### config.mk
export PLATFORM = sky130hd
export DESIGN_NAME = analog_gpio_wb_ctrl
export DESIGN_NICKNAME = d
export VERILOG_FILES = /design/src/rtl/analog_gpio_wb_ctrl.sv
export SDC_FILE = /design/constraint.sdc
export NUM_CORES = 1
export LEC_CHECK = 0
export ABC_AREA = 1
export BUFFER_PORTS_ARGS = -buffer_cell sky130_fd_sc_hd__buf_2
export CORE_AREA = 2 2 224 226
export CTS_CLUSTER_SIZE = 14
export DETAILED_ROUTE_END_ITERATION = 10
export DIE_AREA = 0 0 226 228
export PLACE_DENSITY = 0.47
export SYNTH_ARGS = -nofsm -noshare
export SYNTH_HDL_FRONTEND = slang
export SYNTH_SLANG_ARGS = --single-unit
### constraint.sdc
create_clock -name wb_clk_i -period 10.15 [get_ports wb_clk_i]
set_clock_uncertainty 0.2 [all_clocks]
set_input_delay 1.015 -clock wb_clk_i [delete_from_list [all_inputs] [get_ports wb_clk_i]]
set_output_delay 1.015 -clock wb_clk_i [all_outputs]
set_load 0.01 [all_outputs]
### src/rtl/analog_gpio_wb_ctrl.sv
// Wishbone GPIO controller: output/enable registers, synchronised inputs, sticky edge capture, IRQ.
// Optional logic-analyzer override and readback when ANALOG_GPIO_LA_EN is defined.
module analog_gpio_wb_ctrl #(
   parameter int unsigned NGPIO       = 27,
   parameter logic [31:0] BASE_ADR    = 32'h3000_0000,
   parameter int unsigned SYNC_STAGES = 2
) (
   input  logic             wb_clk_i,
   input  logic             wb_rst_i,
   input  logic             wbs_stb_i,
   input  logic             wbs_cyc_i,
   input  logic             wbs_we_i,
   input  logic [3:0]       wbs_sel_i,
   input  logic [31:0]      wbs_adr_i,
   input  logic [31:0]      wbs_dat_i,
   output logic             wbs_ack_o,
   output logic [31:0]      wbs_dat_o,
   input  logic [NGPIO-1:0] io_in,
   output logic [NGPIO-1:0] io_out,
   output logic [NGPIO-1:0] io_oeb,
   output logic             irq_o,
   input  logic [127:0]     la_data_in,
   input  logic [127:0]     la_oen,
   output logic [127:0]     la_data_out
);

   localparam int unsigned PrimeW = $clog2(SYNC_STAGES + 2);
   localparam logic [PrimeW-1:0] PrimeDone = PrimeW'(SYNC_STAGES + 1);

   localparam logic [5:0] AdrOut    = 6'h00;
   localparam logic [5:0] AdrOeb    = 6'h01;
   localparam logic [5:0] AdrIn     = 6'h02;
   localparam logic [5:0] AdrEdge   = 6'h03;
   localparam logic [5:0] AdrRiseEn = 6'h04;
   localparam logic [5:0] AdrFallEn = 6'h05;
   localparam logic [5:0] AdrMask   = 6'h06;
   localparam logic [5:0] AdrId     = 6'h07;

   logic [SYNC_STAGES-1:0][NGPIO-1:0] sync_q, sync_d;
   logic [NGPIO-1:0] prev_q, prev_d;
   logic [NGPIO-1:0] out_q, out_d;
   logic [NGPIO-1:0] oeb_q, oeb_d;
   logic [NGPIO-1:0] edge_q, edge_d;
   logic [NGPIO-1:0] rise_en_q, rise_en_d;
   logic [NGPIO-1:0] fall_en_q, fall_en_d;
   logic [NGPIO-1:0] irq_mask_q, irq_mask_d;
   logic [PrimeW-1:0] prime_q, prime_d;
   logic             irq_q, irq_d;
   logic             ack_q, ack_d;
   logic [31:0]      dat_q, dat_d;

   logic             hit, accept, wr, det_en;
   logic [5:0]       reg_idx;
   logic [31:0]      wmask, rdata;
   logic [NGPIO-1:0] wm, wd, in_sync, edge_set, edge_clr;

   function automatic logic [NGPIO-1:0] merge(input logic [NGPIO-1:0] old,
                                              input logic [NGPIO-1:0] d,
                                              input logic [NGPIO-1:0] m);
      return (old & ~m) | (d & m);
   endfunction

   always_comb begin
      hit     = (wbs_adr_i[31:8] == BASE_ADR[31:8]);
      accept  = wbs_stb_i & wbs_cyc_i & ~ack_q & hit;
      wr      = accept & wbs_we_i;
      reg_idx = wbs_adr_i[7:2];
      wmask   = {{8{wbs_sel_i[3]}}, {8{wbs_sel_i[2]}}, {8{wbs_sel_i[1]}}, {8{wbs_sel_i[0]}}};
      wm      = wmask[NGPIO-1:0];
      wd      = wbs_dat_i[NGPIO-1:0];
      in_sync = sync_q[SYNC_STAGES-1];

      sync_d  = {sync_q[SYNC_STAGES-2:0], io_in};
      prev_d  = in_sync;
      // Hold off edge detection until the synchroniser and prev hold real pad values.
      det_en  = (prime_q == PrimeDone);
      prime_d = det_en ? prime_q : prime_q + PrimeW'(1);

      edge_set = det_en ? ((in_sync & ~prev_q & rise_en_q) | (~in_sync & prev_q & fall_en_q))
                        : '0;
      edge_clr = (wr && reg_idx == AdrEdge) ? (wd & wm) : '0;
      edge_d   = (edge_q & ~edge_clr) | edge_set;
      irq_d    = |(edge_q & irq_mask_q);

      out_d      = out_q;
      oeb_d      = oeb_q;
      rise_en_d  = rise_en_q;
      fall_en_d  = fall_en_q;
      irq_mask_d = irq_mask_q;
      if (wr) begin
         case (reg_idx)
            AdrOut:    out_d      = merge(out_q, wd, wm);
            AdrOeb:    oeb_d      = merge(oeb_q, wd, wm);
            AdrRiseEn: rise_en_d  = merge(rise_en_q, wd, wm);
            AdrFallEn: fall_en_d  = merge(fall_en_q, wd, wm);
            AdrMask:   irq_mask_d = merge(irq_mask_q, wd, wm);
            default: ;
         endcase
      end

      rdata = '0;
      case (reg_idx)
         AdrOut:    rdata[NGPIO-1:0] = out_q;
         AdrOeb:    rdata[NGPIO-1:0] = oeb_q;
         AdrIn:     rdata[NGPIO-1:0] = in_sync;
         AdrEdge:   rdata[NGPIO-1:0] = edge_q;
         AdrRiseEn: rdata[NGPIO-1:0] = rise_en_q;
         AdrFallEn: rdata[NGPIO-1:0] = fall_en_q;
         AdrMask:   rdata[NGPIO-1:0] = irq_mask_q;
         AdrId:     rdata = {16'hA61C, 8'(SYNC_STAGES), 8'(NGPIO)};
         default: ;
      endcase

      ack_d = accept;
      dat_d = accept ? rdata : '0;
   end

   always_ff @(posedge wb_clk_i or posedge wb_rst_i) begin
      if (wb_rst_i) begin
         sync_q     <= '0;
         prev_q     <= '0;
         out_q      <= '0;
         oeb_q      <= '1;
         edge_q     <= '0;
         rise_en_q  <= '0;
         fall_en_q  <= '0;
         irq_mask_q <= '0;
         prime_q    <= '0;
         irq_q      <= 1'b0;
         ack_q      <= 1'b0;
         dat_q      <= '0;
      end else begin
         sync_q     <= sync_d;
         prev_q     <= prev_d;
         out_q      <= out_d;
         oeb_q      <= oeb_d;
         edge_q     <= edge_d;
         rise_en_q  <= rise_en_d;
         fall_en_q  <= fall_en_d;
         irq_mask_q <= irq_mask_d;
         prime_q    <= prime_d;
         irq_q      <= irq_d;
         ack_q      <= ack_d;
         dat_q      <= dat_d;
      end
   end

   assign wbs_ack_o = ack_q;
   assign wbs_dat_o = dat_q;
   assign io_oeb    = oeb_q;
   assign irq_o     = irq_q;

   logic unused_bits;
`ifdef ANALOG_GPIO_LA_EN
   // la_oen low hands the pad to the logic analyzer, bit by bit.
   assign io_out      = (out_q & la_oen[NGPIO-1:0]) | (la_data_in[NGPIO-1:0] & ~la_oen[NGPIO-1:0]);
   assign la_data_out = {{(128 - NGPIO){1'b0}}, in_sync};
   assign unused_bits = ^{wbs_adr_i[1:0], la_data_in[127:NGPIO], la_oen[127:NGPIO]};
`else
   assign io_out      = out_q;
   assign la_data_out = '0;
   assign unused_bits = ^{wbs_adr_i[1:0], la_data_in, la_oen};
`endif

endmodule

==> results of run 1 <==
-- power groups by stage --
stage                     clock network [mW]  registers [mW]  logic (mW)
after global routing                    1.31            1.12       0.138
after CTS                               1.26            1.12       0.123
after global placement                     0            1.14       0.122
after detailed placement                   0            1.14       0.123
final                                   1.23            1.12       0.122
after floorplan                            0            1.14       0.110
-- worst max-delay path, cell delays in order --
cell and delay [ns]:
buf_2 0.12, nor2_4 0.21, nand3_2 0.46, inv_1 0.60
buf_4 0.37, nand2_1 0.07, and3_1 0.18, a21oi_1 0.35
-- logic make-up after synthesis --
family,synth area share [%]
compound gates,3.69
mux,0.0836
buf+inv,13.5
other cells,0.0278
xor+xnor,0.0650
flops,51.3
fa+ha+maj,0.0929
simple gates,31.2
-- worst paths after layout --
check	start	endpoint	slack (ns)	cells after the start
worst min register to register	sync_d[37]	in_sync[10]	0.15	0
min in group asynchronous	wb_rst_i	sync_d[53]	0.37	2
max in group asynchronous	wb_rst_i	in_sync[11]	7.85	3
worst max register to register	wbs_ack_o	register	7.18	9
worst min-delay path	sync_d[37]	in_sync[10]	0.15	0
worst max-delay path	wbs_adr_i[7]	wbs_dat_o[22]	6.92	8
-- metrics by stage --
stage	util [%]	hold slack, ns	area, sq um	setup slack [ns]
CTS	31.5	0.148	15600	6.84
global route	31.5	0.155	15600	6.83
floorplan	-	0.131	14000	1.40
finish	31.6	0.146	15600	6.92
detailed placement	29.2	0.135	14400	6.30
global placement	29.2	0.136	14400	6.31
-- layout by cell type, fill, tap and decap left out, types with 3 or more instances in the layout --
| cell type | synthesis | layout |
|---|---|---|
| diode_2 | 0 | 4 |
| o22ai_1 | 5 | 5 |
| nand4_4 | 8 | 8 |
| clkbuf_1 | 31 | 11 |
| buf_2 | 16 | 177 |
| o31ai_1 | 11 | 11 |
| nand2_1 | 614 | 614 |
| inv_1 | 110 | 109 |
| and3_1 | 17 | 17 |
| clkbuf_16 | 0 | 37 |
| conb_1 | 1 | 131 |
| nand3_1 | 173 | 172 |
| o21ai_0 | 41 | 41 |
| buf_4 | 137 | 12 |
| nor2_4 | 7 | 8 |
| dfstp_2 | 27 | 27 |
| inv_2 | 6 | 6 |
| o21ai_1 | 5 | 5 |
| nand4_1 | 38 | 38 |
| dfrtp_1 | 248 | 248 |
| clkinv_2 | 0 | 3 |
| nand4_2 | 7 | 7 |
| a21oi_1 | 27 | 27 |
| clkbuf_8 | 0 | 9 |
| nor2_1 | 76 | 76 |
-- per-layer routing --
| metal | wire [um] | GRT usage, % | vias up |
|---|---|---|---|
| met3 | 2930 | 3.39 | 67 |
| met5 | 38 | 0 | - |
| met4 | 796 | 4.24 | 6 |
| met1 | 19800 | 23.9 | 5415 |
| met2 | 21000 | 27.5 | 411 |
| li1 | - | - | 5274 |
-- area by class of cell --
cell class / instances / area share, %
antenna: 4 / 0.0643
sequential: 275 / 44.4
clock inverter: 5 / 0.337
inverter: 116 / 2.84
timing repair buffer: 189 / 6.27
clock buffer: 57 / 7.01
tap: 672 / 5.40
multi-input combinational: 1173 / 33.7
==> flow_metrics.tcl, run 1 <==
set metrics [dict create \
    yosys.area.top_type_share_pct 46.1 \
    powerDensity_nw_per_um2 159 \
    clk_latency_ns 0.52 \
    p_int_mw 1.89 \
    max_slew_margin_pct 28.0 \
    drt-initial-drc-count 875 \
    place_inst 2425 \
    p_seq_share_pct 45.4 \
    std_cell_rows 82 \
    wl_per_cell_um 17.9 \
    end_kind "register" \
    drv_slew 0 \
    post_synth.cell_area_avg_sq_um 8.25 \
    antenna_found_initial 10 \
    cts_num_sinks 275 \
    cts_hold_buf 0 \
    critPathLaunchType "input pin" \
    numPortBuffers 177 \
    fmax_mhz 309 \
    async_reset_ff_share_pct 100 \
    finalNonFillerCells 2491 \
    synthCells 1633 \
    grt_pass1_wl_um 66900 \
    fin_crit_sh_pct 31.8 \
    required_ns 10.32 \
    multi_input_area_sq_um 5240 \
    dieArea_sq_um 51500 \
    yosysTopAreaCell "dfrtp_1" \
    coreArea_sq_um 49300 \
    drv_cap 0 \
    postRouteAntennaNets 0 \
    fp.dieH_um 228 \
    vdd_drop_max_mv 0.0832 \
    routabilityCongestion 0.803 \
    grtUsageTotal_pct 17.2 \
    power_mw 2.47 \
    synth_edf_count 0 \
    switching_share_pct 23.4 \
    cts_setup_buffers 0 \
    cts.path.max_buffers 3 \
    ys_seq_elements 275 \
    ctsResizeCount 0 \
    hold_viol_final 0 \
    syn-cell-area_sq_um 13500 \
    h-tree-depth 2 \
    area_delta_synth_final_pct 15.6 \
    nNetsFinal 2146 \
    post-dp-hpwl_um 28400 \
    status "finished clean" \
    wl_um 44500 \
    finalSetupViolCount 0 \
    grt_pass1_vias 10694 \
    grt_overflow_total 0 \
    yosysUniqueCellTypes 33 \
    yosysMostFrequentCell "nand2_1" \
    firstDrtPassIters 5 \
    arrival_ns 3.40 \
    rsz0062_at_grt "no" \
    p_clk_share_pct 49.7 \
    fillers 5194 \
    ys_seq_area_share_pct 51.3 \
    io_pins 572 \
    drcViolationCount 0 \
    ctsRootBufferMaster "clkbuf_16" \
    seqCellArea_sq_um 6920 \
    hp-class "register to register" \
    via_per_inst 4.49 \
    p_leak_nw 8.01 \
    cts_inserted_buffers 34 \
    synth_area_leaders "dfrtp_1, nand2_1, buf_4, nand3_1, dfstp_2" \
    fin_crit_ns 3.23 \
    drive_above_1_share_pct 16.8 \
    clk_pin_slew_ns 0.06 \
    start_util_pct 27.3 \
    pwr-share-comb_pct 4.9 \
    switchingPower_mw 0.579 \
    grt_max_degree 85 \
    tightestPinTransition_ns 1.08 \
    cts_tree "done" \
    ys_warn_count 0 \
    cp_max_fo 13 \
    critPathKind "input pin to register" \
    die_w_um 226 \
    synth_common_cells "nand2_1, dfrtp_1, nand3_1, buf_4, inv_1" \
    ys.flop_type "dfrtp_1" \
    final.setup.tns_ns 0 \
    vias 11173 \
]
Note: power is estimated with default switching activity, not from simulation.
==> run 2: changes to the inputs <==
==> constraint.sdc (replaced) <==
create_clock -name wb_clk_i -period 3.2 [get_ports wb_clk_i]
set_clock_uncertainty 0.2 [all_clocks]
set_input_delay 0.32 -clock wb_clk_i [delete_from_list [all_inputs] [get_ports wb_clk_i]]
set_output_delay 0.32 -clock wb_clk_i [all_outputs]
set_load 0.01 [all_outputs]
==> flow_metrics.tcl, run 2 (synthesized netlist as in run 1, its figures left out) <==
set metrics [dict create \
    status "finished clean" \
    cp.depth 10 \
    cts_setup_buffers 0 \
    drv_slew 0 \
    start_util_pct 27.3 \
    std_cell_rows 82 \
    pwr-share-comb_pct 5.9 \
    grtUsageTotal_pct 17.7 \
    wl_met3_um 2570 \
    nNetsFinal 2230 \
    ctsRootBufferMaster "clkbuf_16" \
    place_ws_ns 0.774 \
    firstDrtPassIters 5 \
    antenna_found_initial 8 \
    switching_share_pct 23.9 \
    vias 11413 \
    h-tree-depth 2 \
    p_clk_share_pct 48.0 \
    post-dp-hpwl_um 31100 \
    p_leak_nw 8.38 \
    worst_slack_ns 0.797 \
    r2r-start "wbs_ack_o" \
    cts_num_sinks 275 \
    path_delay_family "simple AND/OR/NAND/NOR gates" \
    whs_ns 0.0373 \
    fin_crit_ns 2.40 \
    drcViolationCount 0 \
    powerDensity_nw_per_um2 471 \
    max_stage_delay_ns 0.42 \
    wl_met1_um 20300 \
    area_delta_synth_final_pct 21.6 \
    end_kind "register" \
    critPathKind "register to register" \
    critPathBufInv 2 \
    max_slew_margin_pct 58.1 \
    final_common_cell "nand2_1" \
    p_seq_share_pct 46.1 \
    routabilityCongestion 0.815 \
    grt_overflow_total 0 \
    cts.path.max_buffers 3 \
    fillers 5188 \
    vdd_drop_max_mv 0.309 \
    grt_pass1_vias 11157 \
    clk_pin_slew_ns 0.06 \
    arrival_ns 2.66 \
    cts_tree "done" \
    cp_max_fo 17 \
    fin_crit_sh_pct 75.1 \
    critPathLaunchType "register" \
    switchingPower_mw 1.85 \
    wl_um 45500 \
    die_w_um 226 \
    cp_slowest_cell "dfrtp_1" \
    dieArea_sq_um 51500 \
    r2r_slack_ns 0.80 \
    drive_above_1_share_pct 17.1 \
    cts_inserted_buffers 34 \
    tightestPinTransition_ns 0.629 \
    fmax_mhz 416 \
    final.setup.tns_ns 0 \
    io_pins 572 \
    wl_per_cell_um 17.7 \
    drv_cap 0 \
    finalSetupViolCount 0 \
    grt_pass1_wl_um 68600 \
    clk_latency_ns 0.52 \
    top_layer "met5" \
    p_int_mw 5.88 \
    numPortBuffers 177 \
    rr_worst_depth 10 \
    critPathMostFrequentCell "nand2_1" \
    grt_max_degree 81 \
    hold_viol_final 0 \
    coreArea_sq_um 49300 \
    wl_met2_um 21200 \
    cp_cell_sequence "inv_1, nand2_1, nor2_1, nand2_1, nor2_1, nand3_4, nor2_4, buf_12, nand3_1, nand2_1" \
    cp-startpoint "wbs_ack_o" \
    final_cell_mix "nand2_1, dfrtp_1, buf_2" \
    required_ns 3.46 \
    fp.dieH_um 228 \
    power_mw 7.72 \
    drt-initial-drc-count 823 \
    postRouteAntennaNets 0 \
    rsz0062_at_grt "no" \
    hp-class "input pin to register" \
    via_per_inst 4.44 \
]
## run 2: what timing repair did
action	in CTS	in global routing
hold endpoints to repair	215	0
hold buffers	55	0
gates resized for setup	0	0
## run 2: final cells by class
class,instances,area [sq um],area share (%)
multi-input combinational,1173,5240,32.0
sequential,275,6920,42.2
antenna,3,7.51,0.0458
clock inverter,2,10.0,0.0611
clock buffer,59,1050,6.40
inverter,116,439,2.68
tap,672,841,5.13
timing repair buffer,273,1880,11.5
## run 2: how the worst min path moves through the flow
stage | startpoint | to | cells after the start
4_1_cts | wbs_sel_i[1] | register | 3
2_1_floorplan | sync_d[27] | in_sync[0] | 0
3_3_place_gp | sync_d[48] | in_sync[21] | 0
3_5_place_dp | sync_d[45] | in_sync[18] | 0
6_report | wbs_sel_i[1] | register | 3
5_1_grt | wbs_sel_i[1] | register | 3
## run 2: worst min-delay path: stages
cell and delay (ns):
buf_2 0.24, nand3_1 0.14, nand2_1 0.05
## run 2: through the flow
step / cell area (sq um) / instances / utilization, %
CTS: 16400 / 2570 / 33.2
floorplan: 14000 / 1763 / -
finish: 16400 / 2573 / 33.2
detailed placement: 14800 / 2454 / 29.9
global placement: 14800 / 2454 / 29.9
global route: 16400 / 2573 / 33.2
## run 2: power by group through the flow
stage / sequential, mW / combinational (mW) / clock (mW)
2_1_floorplan: 3.61 / 0.348 / 0
3_3_place_gp: 3.62 / 0.399 / 0
3_5_place_dp: 3.62 / 0.400 / 0
4_1_cts: 3.56 / 0.457 / 3.80
5_1_grt: 3.56 / 0.510 / 3.94
6_report: 3.56 / 0.454 / 3.71
## run 2: layer usage
metal	vias to the layer above	global-route usage (%)
met3	73	3.28
met4	6	6.00
met2	413	28.5
li1	5427	-
met5	-	0
met1	5494	23.7
